$ cat src/rtl/refill_ctrl_pkg.sv
// Shared L1 data-cache definitions: refill FSM states, line geometry constants and width helpers.
// Common to the lookup pipeline, the replacement stage and the refill controller.
package refill_ctrl_pkg;

  localparam int unsigned WORD_WIDTH       = 32;
  localparam int unsigned CACHE_LINE_WORDS = 4;

  typedef enum logic [2:0] {
    StIdle,
    StVictim,
    StWbReq,
    StWbData,
    StFillReq,
    StFillData,
    StCommit
  } refill_state_e;

  function automatic int unsigned line_addr_bits(input int unsigned tag_bits,
                                                 input int unsigned index_bits);
    return tag_bits + index_bits;
  endfunction

  function automatic int unsigned way_bits(input int unsigned num_ways);
    return (num_ways > 1) ? unsigned'($clog2(num_ways)) : 1;
  endfunction

endpackage

$ cat src/rtl/refill_ctrl_if.sv
// Bus bundle between the refill controller and the cache (miss pipe, replacement, arrays, memory).
// master = refill controller side, slave = the surrounding cache/memory side.
interface refill_ctrl_if import refill_ctrl_pkg::*; #(
  parameter int unsigned NUM_SETS   = 64,
  parameter int unsigned NUM_WAYS   = 4,
  parameter int unsigned TAG_BITS   = 20,
  parameter int unsigned LINE_WORDS = CACHE_LINE_WORDS
) ();
  localparam int unsigned INDEX_BITS = $clog2(NUM_SETS);
  localparam int unsigned WAY_BITS   = way_bits(NUM_WAYS);
  localparam int unsigned WORD_BITS  = $clog2(LINE_WORDS);
  localparam int unsigned ADDR_BITS  = line_addr_bits(TAG_BITS, INDEX_BITS);

  logic                  miss_valid;
  logic                  miss_ready;
  logic [INDEX_BITS-1:0] miss_index;
  logic [TAG_BITS-1:0]   miss_tag;
  logic [INDEX_BITS-1:0] repl_index;
  logic [WAY_BITS-1:0]   repl_victim_way;
  logic                  victim_valid;
  logic                  victim_dirty;
  logic [TAG_BITS-1:0]   victim_tag;
  logic                  repl_update_en;
  logic [WAY_BITS-1:0]   repl_update_way;
  logic                  arr_rd_en;
  logic                  arr_wr_en;
  logic [WAY_BITS-1:0]   arr_way;
  logic [WORD_BITS-1:0]  arr_word;
  logic [WORD_WIDTH-1:0] arr_wdata;
  logic [WORD_WIDTH-1:0] arr_rdata;
  logic                  tag_wr_en;
  logic [TAG_BITS-1:0]   tag_wr_tag;
  logic                  mem_req_valid;
  logic                  mem_req_ready;
  logic                  mem_req_write;
  logic [ADDR_BITS-1:0]  mem_req_addr;
  logic                  mem_wvalid;
  logic                  mem_wready;
  logic [WORD_WIDTH-1:0] mem_wdata;
  logic                  mem_rvalid;
  logic [WORD_WIDTH-1:0] mem_rdata;
  logic                  refill_done;

  modport master (
    input  miss_valid, miss_index, miss_tag, repl_victim_way, victim_valid, victim_dirty,
           victim_tag, arr_rdata, mem_req_ready, mem_wready, mem_rvalid, mem_rdata,
    output miss_ready, repl_index, repl_update_en, repl_update_way, arr_rd_en, arr_wr_en,
           arr_way, arr_word, arr_wdata, tag_wr_en, tag_wr_tag, mem_req_valid, mem_req_write,
           mem_req_addr, mem_wvalid, mem_wdata, refill_done
  );

  modport slave (
    output miss_valid, miss_index, miss_tag, repl_victim_way, victim_valid, victim_dirty,
           victim_tag, arr_rdata, mem_req_ready, mem_wready, mem_rvalid, mem_rdata,
    input  miss_ready, repl_index, repl_update_en, repl_update_way, arr_rd_en, arr_wr_en,
           arr_way, arr_word, arr_wdata, tag_wr_en, tag_wr_tag, mem_req_valid, mem_req_write,
           mem_req_addr, mem_wvalid, mem_wdata, refill_done
  );

endinterface

$ cat src/rtl/refill_beat_ctr.sv
// Word-within-line beat counter shared by the writeback and fill phases.
// Wraps naturally at line end; clear has priority over enable.
module refill_beat_ctr #(
  parameter int unsigned WORD_BITS = 2
) (
  input  logic                 clk,
  input  logic                 rst_n,
  input  logic                 clr,
  input  logic                 en,
  output logic [WORD_BITS-1:0] cnt,
  output logic                 last
);

  logic [WORD_BITS-1:0] cnt_q;

  always_ff @(posedge clk or negedge rst_n) begin
    if (!rst_n) begin
      cnt_q <= '0;
    end else if (clr) begin
      cnt_q <= '0;
    end else if (en) begin
      cnt_q <= cnt_q + 1'b1;
    end
  end

  assign cnt  = cnt_q;
  assign last = &cnt_q;

endmodule

$ cat src/rtl/refill_ctrl.sv
// Per-miss L1D refill controller: optional dirty-victim writeback, line fill, tag install and
// replacement update. One miss in flight at a time.
module refill_ctrl import refill_ctrl_pkg::*; #(
  parameter int unsigned NUM_SETS   = 64,
  parameter int unsigned NUM_WAYS   = 4,
  parameter int unsigned TAG_BITS   = 20,
  parameter int unsigned LINE_WORDS = CACHE_LINE_WORDS
) (
  input logic           clk,
  input logic           rst_n,
  refill_ctrl_if.master bus
);

  localparam int unsigned INDEX_BITS = $clog2(NUM_SETS);
  localparam int unsigned WAY_BITS   = way_bits(NUM_WAYS);
  localparam int unsigned WORD_BITS  = $clog2(LINE_WORDS);

  refill_state_e         state_q, state_d;
  logic [INDEX_BITS-1:0] index_q;
  logic [TAG_BITS-1:0]   tag_q, victim_tag_q;
  logic [WAY_BITS-1:0]   way_q;
  logic                  beat_out_q, beat_out_d;
  logic                  fresh_q, fresh_d;
  logic [WORD_WIDTH-1:0] wdata_q, wdata_d;
  logic [WORD_WIDTH-1:0] wb_data;
  logic                  ctr_clr, ctr_en, ctr_last;
  logic [WORD_BITS-1:0]  ctr_cnt;

  assign ctr_clr = (state_d != state_q);

  refill_beat_ctr #(
    .WORD_BITS(WORD_BITS)
  ) u_beat_ctr (
    .clk  (clk),
    .rst_n(rst_n),
    .clr  (ctr_clr),
    .en   (ctr_en),
    .cnt  (ctr_cnt),
    .last (ctr_last)
  );

  // Array read data is live only in the first cycle of a beat; later stall cycles replay wdata_q.
  assign wb_data = fresh_q ? bus.arr_rdata : wdata_q;

  always_comb begin
    state_d             = state_q;
    beat_out_d          = beat_out_q;
    fresh_d             = 1'b0;
    wdata_d             = wdata_q;
    ctr_en              = 1'b0;
    bus.miss_ready      = (state_q == StIdle);
    bus.repl_index      = index_q;
    bus.repl_update_en  = 1'b0;
    bus.repl_update_way = way_q;
    bus.arr_rd_en       = 1'b0;
    bus.arr_wr_en       = 1'b0;
    bus.arr_way         = way_q;
    bus.arr_word        = ctr_cnt;
    bus.arr_wdata       = bus.mem_rdata;
    bus.tag_wr_en       = 1'b0;
    bus.tag_wr_tag      = tag_q;
    bus.mem_req_valid   = 1'b0;
    bus.mem_req_write   = 1'b0;
    bus.mem_req_addr    = {tag_q, index_q};
    bus.mem_wvalid      = 1'b0;
    bus.mem_wdata       = wdata_q;
    bus.refill_done     = 1'b0;

    case (state_q)
      StIdle: begin
        if (bus.miss_valid) state_d = StVictim;
      end
      StVictim: begin
        state_d = (bus.victim_valid && bus.victim_dirty) ? StWbReq : StFillReq;
      end
      StWbReq: begin
        bus.mem_req_valid = 1'b1;
        bus.mem_req_write = 1'b1;
        bus.mem_req_addr  = {victim_tag_q, index_q};
        if (bus.mem_req_ready) state_d = StWbData;
      end
      StWbData: begin
        if (!beat_out_q) begin
          bus.arr_rd_en = 1'b1;
          beat_out_d    = 1'b1;
          fresh_d       = 1'b1;
        end else begin
          bus.mem_wvalid = 1'b1;
          bus.mem_wdata  = wb_data;
          wdata_d        = wb_data;
          if (bus.mem_wready) begin
            beat_out_d = 1'b0;
            ctr_en     = 1'b1;
            if (ctr_last) state_d = StFillReq;
          end
        end
      end
      StFillReq: begin
        bus.mem_req_valid = 1'b1;
        if (bus.mem_req_ready) state_d = StFillData;
      end
      StFillData: begin
        if (bus.mem_rvalid) begin
          bus.arr_wr_en = 1'b1;
          ctr_en        = 1'b1;
          if (ctr_last) state_d = StCommit;
        end
      end
      StCommit: begin
        bus.tag_wr_en      = 1'b1;
        bus.repl_update_en = 1'b1;
        bus.refill_done    = 1'b1;
        state_d            = StIdle;
      end
      default: state_d = StIdle;
    endcase
  end

  always_ff @(posedge clk or negedge rst_n) begin
    if (!rst_n) begin
      state_q      <= StIdle;
      index_q      <= '0;
      tag_q        <= '0;
      victim_tag_q <= '0;
      way_q        <= '0;
      beat_out_q   <= 1'b0;
      fresh_q      <= 1'b0;
      wdata_q      <= '0;
    end else begin
      state_q    <= state_d;
      beat_out_q <= beat_out_d;
      fresh_q    <= fresh_d;
      wdata_q    <= wdata_d;
      if (bus.miss_valid && bus.miss_ready) begin
        index_q <= bus.miss_index;
        tag_q   <= bus.miss_tag;
      end
      if (state_q == StVictim) begin
        way_q        <= bus.repl_victim_way;
        victim_tag_q <= bus.victim_tag;
      end
    end
  end

endmodule
$ cat src/flat_wrapper.sv
// flat-port wrapper written by rule: the top's interface ports become plain ports
module refill_ctrl_flat import refill_ctrl_pkg::*;
#(
  parameter int unsigned NUM_SETS   = 64,
  parameter int unsigned NUM_WAYS   = 4,
  parameter int unsigned TAG_BITS   = 20,
  parameter int unsigned LINE_WORDS = CACHE_LINE_WORDS
)
  (clk, rst_n, bus_miss_valid, bus_miss_index, bus_miss_tag, bus_repl_victim_way, bus_victim_valid, bus_victim_dirty, bus_victim_tag, bus_arr_rdata, bus_mem_req_ready, bus_mem_wready, bus_mem_rvalid, bus_mem_rdata, bus_miss_ready, bus_repl_index, bus_repl_update_en, bus_repl_update_way, bus_arr_rd_en, bus_arr_wr_en, bus_arr_way, bus_arr_word, bus_arr_wdata, bus_tag_wr_en, bus_tag_wr_tag, bus_mem_req_valid, bus_mem_req_write, bus_mem_req_addr, bus_mem_wvalid, bus_mem_wdata, bus_refill_done);
  refill_ctrl_if #(.NUM_SETS(NUM_SETS), .NUM_WAYS(NUM_WAYS), .TAG_BITS(TAG_BITS), .LINE_WORDS(LINE_WORDS)) bus_i ();
  input logic clk;
  input logic rst_n;
  input wire logic [$bits(bus_i.miss_valid)-1:0] bus_miss_valid;
  input wire logic [$bits(bus_i.miss_index)-1:0] bus_miss_index;
  input wire logic [$bits(bus_i.miss_tag)-1:0] bus_miss_tag;
  input wire logic [$bits(bus_i.repl_victim_way)-1:0] bus_repl_victim_way;
  input wire logic [$bits(bus_i.victim_valid)-1:0] bus_victim_valid;
  input wire logic [$bits(bus_i.victim_dirty)-1:0] bus_victim_dirty;
  input wire logic [$bits(bus_i.victim_tag)-1:0] bus_victim_tag;
  input wire logic [$bits(bus_i.arr_rdata)-1:0] bus_arr_rdata;
  input wire logic [$bits(bus_i.mem_req_ready)-1:0] bus_mem_req_ready;
  input wire logic [$bits(bus_i.mem_wready)-1:0] bus_mem_wready;
  input wire logic [$bits(bus_i.mem_rvalid)-1:0] bus_mem_rvalid;
  input wire logic [$bits(bus_i.mem_rdata)-1:0] bus_mem_rdata;
  output wire logic [$bits(bus_i.miss_ready)-1:0] bus_miss_ready;
  output wire logic [$bits(bus_i.repl_index)-1:0] bus_repl_index;
  output wire logic [$bits(bus_i.repl_update_en)-1:0] bus_repl_update_en;
  output wire logic [$bits(bus_i.repl_update_way)-1:0] bus_repl_update_way;
  output wire logic [$bits(bus_i.arr_rd_en)-1:0] bus_arr_rd_en;
  output wire logic [$bits(bus_i.arr_wr_en)-1:0] bus_arr_wr_en;
  output wire logic [$bits(bus_i.arr_way)-1:0] bus_arr_way;
  output wire logic [$bits(bus_i.arr_word)-1:0] bus_arr_word;
  output wire logic [$bits(bus_i.arr_wdata)-1:0] bus_arr_wdata;
  output wire logic [$bits(bus_i.tag_wr_en)-1:0] bus_tag_wr_en;
  output wire logic [$bits(bus_i.tag_wr_tag)-1:0] bus_tag_wr_tag;
  output wire logic [$bits(bus_i.mem_req_valid)-1:0] bus_mem_req_valid;
  output wire logic [$bits(bus_i.mem_req_write)-1:0] bus_mem_req_write;
  output wire logic [$bits(bus_i.mem_req_addr)-1:0] bus_mem_req_addr;
  output wire logic [$bits(bus_i.mem_wvalid)-1:0] bus_mem_wvalid;
  output wire logic [$bits(bus_i.mem_wdata)-1:0] bus_mem_wdata;
  output wire logic [$bits(bus_i.refill_done)-1:0] bus_refill_done;
  assign bus_i.miss_valid = bus_miss_valid;
  assign bus_i.miss_index = bus_miss_index;
  assign bus_i.miss_tag = bus_miss_tag;
  assign bus_i.repl_victim_way = bus_repl_victim_way;
  assign bus_i.victim_valid = bus_victim_valid;
  assign bus_i.victim_dirty = bus_victim_dirty;
  assign bus_i.victim_tag = bus_victim_tag;
  assign bus_i.arr_rdata = bus_arr_rdata;
  assign bus_i.mem_req_ready = bus_mem_req_ready;
  assign bus_i.mem_wready = bus_mem_wready;
  assign bus_i.mem_rvalid = bus_mem_rvalid;
  assign bus_i.mem_rdata = bus_mem_rdata;
  assign bus_miss_ready = bus_i.miss_ready;
  assign bus_repl_index = bus_i.repl_index;
  assign bus_repl_update_en = bus_i.repl_update_en;
  assign bus_repl_update_way = bus_i.repl_update_way;
  assign bus_arr_rd_en = bus_i.arr_rd_en;
  assign bus_arr_wr_en = bus_i.arr_wr_en;
  assign bus_arr_way = bus_i.arr_way;
  assign bus_arr_word = bus_i.arr_word;
  assign bus_arr_wdata = bus_i.arr_wdata;
  assign bus_tag_wr_en = bus_i.tag_wr_en;
  assign bus_tag_wr_tag = bus_i.tag_wr_tag;
  assign bus_mem_req_valid = bus_i.mem_req_valid;
  assign bus_mem_req_write = bus_i.mem_req_write;
  assign bus_mem_req_addr = bus_i.mem_req_addr;
  assign bus_mem_wvalid = bus_i.mem_wvalid;
  assign bus_mem_wdata = bus_i.mem_wdata;
  assign bus_refill_done = bus_i.refill_done;
  refill_ctrl #(.NUM_SETS(NUM_SETS), .NUM_WAYS(NUM_WAYS), .TAG_BITS(TAG_BITS), .LINE_WORDS(LINE_WORDS)) u_core (.clk(clk), .rst_n(rst_n), .bus(bus_i));
endmodule
$ cat config.mk
export PLATFORM = sky130hd
export DESIGN_NAME = refill_ctrl_flat
export DESIGN_NICKNAME = d
export VERILOG_FILES = /design/src/rtl/refill_ctrl_pkg.sv /design/src/rtl/refill_ctrl_if.sv /design/src/rtl/refill_beat_ctr.sv /design/src/rtl/refill_ctrl.sv /design/src/flat_wrapper.sv
export SDC_FILE = /design/constraint.sdc
export NUM_CORES = 1
export LEC_CHECK = 0
export BUFFER_PORTS_ARGS = -buffer_cell sky130_fd_sc_hd__buf_2
export CORE_MARGIN = 1.5
export CORE_UTILIZATION = 29
export CTS_BUF_LIST = sky130_fd_sc_hd__clkbuf_16
export CTS_CLUSTER_DIAMETER = 150
export DETAILED_ROUTE_END_ITERATION = 6
export PLACE_DENSITY_LB_ADDON = 0.25
export SKIP_CTS_REPAIR_TIMING = 1
export SLEW_MARGIN = 25
export SYNTH_ARGS = -nofsm -noshare
export SYNTH_HDL_FRONTEND = slang
export SYNTH_SLANG_ARGS = --single-unit
$ cat constraint.sdc
create_clock -name clk -period 2.8 [get_ports clk]
set_clock_uncertainty 0.2 [all_clocks]
set_input_delay 0.56 -clock clk [delete_from_list [all_inputs] [get_ports clk]]
set_output_delay 0.56 -clock clk [all_outputs]
set_load 0.01 [all_outputs]
* After elaboration in Yosys (flattened, before gate mapping)
Index checks and enable logic that the tools add are counted.
** Storage, ports and cells
- Bits in registers :: 87
- Input bits :: 120
- Output and inout bits :: 131
- Logic and storage cells :: 53
** Cells by class
- Add/sub/neg operators :: 1
- Eq/ne operators :: 7
- Muxes and demuxes :: 30
- Reduce and logical (&&, ||, !) cells :: 6
** Operators with widths (number)
- 32-bit two-way mux :: 3
- 3-bit two-way mux :: 9
- 26-bit two-way mux :: 1
- 3-bit one-hot mux with 6 select lines :: 1
- 1-bit two-way mux :: 13
- 3-bit equality test (second input constant) :: 3
- 3-bit by 2-bit equality test with 1-bit output (second input constant) :: 2
- 2-bit two-way mux :: 2
- 3-bit by 1-bit equality test with 1-bit output (second input constant) :: 1
- 3-bit zero test :: 1
- 3-bit != test :: 1
- 2-bit by 1-bit adder with 2-bit output (second input constant) :: 1
- 1-bit logical AND :: 2
- 1-bit one-hot mux with 2 select lines :: 1
- 2-bit AND reduction :: 1
- 2-bit nonzero test :: 1
- 2-bit OR reduction :: 1

* Logic depth before layout (Yosys ltp)
Gate-level depths: netlist (run 1).
- Depth after elaboration :: 7
- Gate-level depth with buffers :: 6
- Depth with buffers taken out :: 5

* Modules after synthesis
From an unflattened synthesis (run 1), not the netlist that was laid out.
** Second synthesis, totals
- Cell total of the unflattened synthesis :: 285
- Area total of the unflattened synthesis :: 4156.5 um^2
** Modules (own cells, without submodules)
- refill_ctrl :: instances 1, cells each 278, area each 4067.7 um^2, sequential area each 2127.0 um^2
- refill_beat_ctr :: instances 1, cells each 7, area each 88.8 um^2, sequential area each 50.0 um^2

* Least setup slack after synthesis (run 1)
Ideal clock, no wire load.
- Kind :: register to output
- From :: register u_core.state_q[2]
- To :: output port bus_mem_req_addr[16]
- Data arrival time :: 1439 ps
- Required time :: 2040 ps
- Slack :: 601 ps
- Stages on the path, launching flop included :: 5
- Buffers on the path :: 2
- Cell sequence :: dfrtp_1 -> buf_2 -> nor3b_2 -> buf_2 -> mux2_2
** On the way
- Cells in the longest elaborated chain, start to end :: 2
** RTL lines
- start: declaration :: line refill_ctrl.sv:18 : refill_state_e state_q, state_d;
- start signal: assignment :: line refill_ctrl.sv:121 : state_q <= StIdle;
- start signal: assignment :: line refill_ctrl.sv:130 : state_q <= state_d;
- 3-bit by 2-bit equality test with 1-bit output :: line refill_ctrl.sv:69 : case (state_q)
- 26-bit two-way mux :: line refill_ctrl.sv:69
- end: declaration :: line flat_wrapper.sv:38 : output wire logic [$bits(bus_i.mem_req_addr)-1:0] bus_mem_req_addr;
No other way between the ends.

* Worst setup path in the final report (run 1)
- From :: register u_core.state_q[1]
- To :: output port bus_mem_req_addr[9]
Same word-level chain as after synthesis.

==> results.json, run 1 <==
{
  "crit_fanout": 21,
  "final_antenna_net_count": 0,
  "yosys.area.top_type": "dfrtp_1",
  "period_share_pct": 94.4,
  "vias": 2727,
  "numCtsBuffers": 9,
  "ir_drop_uv": 374,
  "synthDistinctLibCells": 37,
  "place_congestion": 0.775,
  "clk_path_buf_depth": 2,
  "start_util_pct": 29.7,
  "io_pins": 251,
  "drive_above_1_share_pct": 71.4,
  "synthTopCellsByCount": "dfrtp_1, mux2_2, buf_4",
  "place.detailed.hpwl_um": 6850,
  "yosysWarningCount": 0,
  "leakagePower_nw": 2.69,
  "p_total_mw": 4.84,
  "cts.sinks": 87,
  "crit_path_start_kind": "flop",
  "cts.clk_slew.worst_paths_ns": 0.06,
  "grt_pass1_wl_um": 13900,
  "area_delta_synth_final_pct": 28.4,
  "dieArea_mm2": 0.0150,
  "clk_latency_ns": 0.34,
  "synth_nets": 406,
  "wl_per_cell_um": 14.9,
  "antenna_cells": 0,
  "grt_pass1_vias": 2650,
  "place_area_mm2": 0.00500,
  "yosysMostFrequentCell": "dfrtp_1",
  "synth_enable_flop_cells": 0,
  "antenna_found_initial": 0,
  "synth_ff_type": "dfrtp_1",
  "stdcell_area_mm2": 0.00530,
  "synth.area.top_cells": "dfrtp_1, mux2_2, mux2_4, buf_4, buf_6",
  "first_pass_iters": 4,
  "maxSlewViolCount": 0,
  "rsz0062_at_grt": "no",
  "crit_arrival_ns": 1.88,
  "grtUsageTotal_pct": 12.3,
  "drt_wl_total_um": 9260,
  "cap_violations": 0,
  "cts_tree": "built",
  "min_path_type": "input port to asynchronous set/reset pin",
  "synth_seq_cells": 87,
  "violations": "negative hold slack",
  "end_kind": "primary output",
  "numPortBuffers": 186,
  "crit_family": "buffers and inverters",
  "grt_max_degree": 51,
  "ctsHtreeMaxLevel": 3,
  "synth_top_area_share_pct": 52.8,
  "ctsRootBufferMaster": "clkbuf_16",
  "period_needed_ns": 2.64,
  "required_ns": 2.04,
  "dieWidth_um": 122,
  "syn_inst": 285,
  "synth-seq-area-share_pct": 52.8,
  "vias_per_cell": 4.39,
  "slowest_stage": "dfrtp_1",
  "avgSynthCellArea_um2": 14.5,
  "crit_chain": "buf_4, nor3b_4, buf_12, mux2_2, buf_2",
  "worstPathBufferInverterCount": 3,
  "fin_nets": 557,
  "p_per_area_mw_per_mm2": 914,
  "drtIter0Drc": 77,
  "hold_violations": 14,
  "path_class": "flop to primary output",
  "tns_ns": 0,
  "max_freq_mhz": 378,
  "worst_slew_pin_slew_ns": 0.504,
  "num_rows": 43,
  "drc": 0,
  "relSlewSlack_pct": 66.4,
  "core_area_mm2": 0.0139,
  "setup_viol": 0,
  "hold_ws_ns": -0.0146,
  "async_flop_share_pct": 100,
  "syn_area_mm2": 0.00413,
  "status": "complete, but fails checks",
  "gr-total-overflow": 0,
  "die_h_um": 122,
  "critPathMaxStageDelay_ns": 0.36
}
## cell type report
type | count | area [um2]
inverter | 1 | 3.75
fill | 1365 | 8580
clock inverter | 7 | 70.1
timing repair buffer | 195 | 1040
sequential | 87 | 2180
multi-input combinational | 142 | 1560
tap | 180 | 225
clock buffer | 9 | 225
## state kept, by name (all words and copies together) (netlist names), 2 cells and up
register               count
u_core.bus.arr_way         2
u_core.bus.repl_index      6
u_core.bus.tag_wr_tag     20
u_core.state_q             3
u_core.u_beat_ctr.cnt      2
u_core.victim_tag_q       20
u_core.wdata_q            32
## per-stage QoR
stage / cells / hold WS, ns / util, % / setup slack [ns]
floorplan: 285 / 0.0644 / - / 0.601
global placement: 605 / 0.276 / 36.0 / 0.546
detailed placement: 605 / 0.279 / 36.0 / 0.513
CTS: 621 / -0.0133 / 38.2 / 0.126
global route: 621 / 0.0119 / 38.2 / 0.0474
finish: 621 / -0.0146 / 38.2 / 0.156
## metal layers
| layer | vias to the layer above | part of all wire (%) | global-route usage (%) |
|---|---|---|---|
| li1 | 1262 | - | - |
| met1 | 1297 | 41 | 14.6 |
| met5 | - | 0 | 0 |
| met4 | 0 | 4.6 | 8.21 |
| met2 | 122 | 47 | 19.1 |
| met3 | 46 | 7.3 | 3.95 |
## cell usage in the layout, fill, tap and decap left out, drive strengths merged, types with 2 or more instances in the layout
| master | instances |
|---|---|
| a211oi | 2 |
| a21oi | 2 |
| and4b | 2 |
| buf | 195 |
| clkbuf | 9 |
| clkinv | 3 |
| dfrtp | 87 |
| inv | 4 |
| mux2 | 100 |
| nand2 | 3 |
| nand3 | 3 |
| nor2 | 5 |
| nor2b | 2 |
| nor3 | 3 |
| nor3b | 3 |
| o21ai | 3 |
| xor2 | 2 |
## cells by family after synthesis
| kind of cell | share of synthesized area, % |
|---|---|
| simple gates | 4.34 |
| buf+inv | 9.82 |
| mux | 30.3 |
| xor+xnor | 0.425 |
| flops | 52.8 |
| fa+ha+maj | 0.303 |
| compound gates | 2.09 |
## power breakdown
| part | total, mW | switching (mW) | internal [mW] | leakage, nW |
|---|---|---|---|---|
| logic | 1.71 | 0.791 | 0.923 | 1.51 |
| clock network | 1.19 | 0.497 | 0.694 | 0.148 |
| registers | 1.93 | 0.265 | 1.67 | 1.04 |
| total | 4.84 | 1.55 | 3.29 | 2.69 |
## final timing paths
kind                                          from                        to  slack, ns  cells past startpoint
worst min-delay path                         rst_n  u_core.bus.tag_wr_tag[6]      -0.01                      1
min in group clk                 bus_miss_index[5]  u_core.bus.repl_index[5]       0.25                      2
worst min register to register  u_core.wdata_q[30]        u_core.wdata_q[30]       0.29                      1
worst max register to register   u_core.state_q[2]  u_core.bus.tag_wr_tag[2]       0.76                      5
max in group asynchronous                    rst_n         u_core.beat_out_q       1.78                      2
worst max-delay path             u_core.state_q[1]       bus_mem_req_addr[9]       0.16                      5
Power figures use the tool's default switching activity.
==> run 2, diff against run 1 <==
==> constraint.sdc (replaced) <==
create_clock -name clk -period 2.4 [get_ports clk]
set_clock_uncertainty 0.2 [all_clocks]
set_input_delay 0.48 -clock clk [delete_from_list [all_inputs] [get_ports clk]]
set_output_delay 0.48 -clock clk [all_outputs]
set_load 0.01 [all_outputs]
==> run 2 against run 1 <==
Net effect:
- the run ends with negative setup slack left
- clock-buffer cell count stayed put
- sequential share of layout area fell by 0.97 points
- non-clock buffer count grew 9
- critical endpoint is now bus_mem_req_addr[10]
==> results.json, run 2 (synthesis gave the netlist of run 1 again) <==
{
  "drive_above_1_share_pct": 72.0,
  "final_cell_mix": "buf_2, dfrtp_1, mux2_2",
  "path_class": "flop to primary output",
  "multi_input_area_mm2": 0.00156,
  "num_rows": 43,
  "wl_per_cell_um": 15.1,
  "cap_violations": 0,
  "grt_max_degree": 37,
  "leakagePower_nw": 2.75,
  "setup_viol": 52,
  "numPortBuffers": 186,
  "vias": 2781,
  "tns_ns": -5.64,
  "start_util_pct": 29.7,
  "area_delta_synth_final_pct": 31.4,
  "crit_fanout": 21,
  "rsz0062_at_grt": "yes",
  "min_path_type": "input port to flop",
  "final_antenna_net_count": 0,
  "crit_path_start_kind": "flop",
  "ctsHtreeMaxLevel": 3,
  "antenna_cells": 0,
  "dieWidth_um": 122,
  "final_common_cell": "buf_2",
  "cts.clk_slew.worst_paths_ns": 0.06,
  "place_area_mm2": 0.00502,
  "dieArea_mm2": 0.0150,
  "regMostFlops": "u_core.wdata_q",
  "maxSlewViolCount": 0,
  "first_pass_iters": 4,
  "required_ns": 1.72,
  "crit_arrival_ns": 1.85,
  "clk_path_buf_depth": 2,
  "largest_reg_flops": 32,
  "antenna_found_initial": 0,
  "stdcell_area_mm2": 0.00542,
  "grtUsageTotal_pct": 12.4,
  "fin_nets": 566,
  "hold_violations": 0,
  "ir_drop_uv": 340,
  "max_freq_mhz": 395,
  "p_per_area_mw_per_mm2": 1050,
  "regArea_mm2": 0.00218,
  "place.detailed.hpwl_um": 6870,
  "end_kind": "primary output",
  "worst_slew_pin_slew_ns": 0.404,
  "core_area_mm2": 0.0139,
  "grt_pass1_wl_um": 14000,
  "period_needed_ns": 2.53,
  "cts_tree": "built",
  "final_core_util_pct": 39.1,
  "drt_wl_total_um": 9490,
  "clk_latency_ns": 0.34,
  "ctsRootBufferMaster": "clkbuf_16",
  "finalWorstSetupSlack_ns": -0.133,
  "status": "complete, but fails checks",
  "gr-total-overflow": 0,
  "fillerInstances": 1366,
  "cts.sinks": 87,
  "vias_per_cell": 4.41,
  "drtIter0Drc": 92,
  "violations": "negative setup slack",
  "relSlewSlack_pct": 73.1,
  "place_congestion": 0.711,
  "period_share_pct": 106,
  "grt_pass1_vias": 2637,
  "drc": 0,
  "die_h_um": 122,
  "numCtsBuffers": 9,
  "io_pins": 251
}
## run 2: path summary, 6_finish.rpt
check,from,to,slack (ns),cells after the start
min,bus_miss_tag[9],u_core.bus.tag_wr_tag[9],0.16,2
max in group asynchronous,rst_n,u_core.wdata_q[17],0.88,3
max reg2reg,u_core.state_q[2],u_core.bus.tag_wr_tag[8],0.43,5
min reg2reg,u_core.wdata_q[13],u_core.wdata_q[13],0.29,1
min in group asynchronous,rst_n,u_core.victim_tag_q[3],0.39,2
max,u_core.state_q[2],bus_mem_req_addr[10],-0.13,5
## run 2: power by group
part / switching, mW / total, mW / internal [mW]
Combinational: 0.937 / 2.03 / 1.09
Sequential: 0.295 / 2.24 / 1.95
Clock: 0.615 / 1.43 / 0.819
Total: 1.85 / 5.70 / 3.86
## run 2: layout make-up
type	count	area share, %
well taps	180	4.15
multi-input cells	142	28.8
repair buffers	204	21.1
inverters	1	0.0692
clock buffers	9	4.15
clock inverters	7	1.55
flip-flops and latches	87	40.1
## run 2: layer usage
metal	vias to the layer above	GRT usage (%)	share of wire, %
li1	1283	-	-
met1	1352	15.1	41
met2	112	19.3	48
met3	34	4.37	7.3
met4	0	6.69	2.9
met5	-	0	0
## run 2: per-stage QoR
stage	hold slack (ns)	cells	worst slack [ns]	power, mW
floorplan	-0.0156	285	0.281	3.59
global placement	0.205	607	0.181	4.28
detailed placement	0.214	607	0.176	4.32
CTS	-0.164	623	-0.203	5.79
global route	0.143	630	-0.223	6.10
finish	0.164	630	-0.133	5.70
## run 2: critical path, cell delays in order (launching register included)
cell     delay [ns]
dfrtp_1        0.42
buf_6          0.17
nor3b_4        0.21
buf_12         0.21
mux2_2         0.35
buf_2          0.14
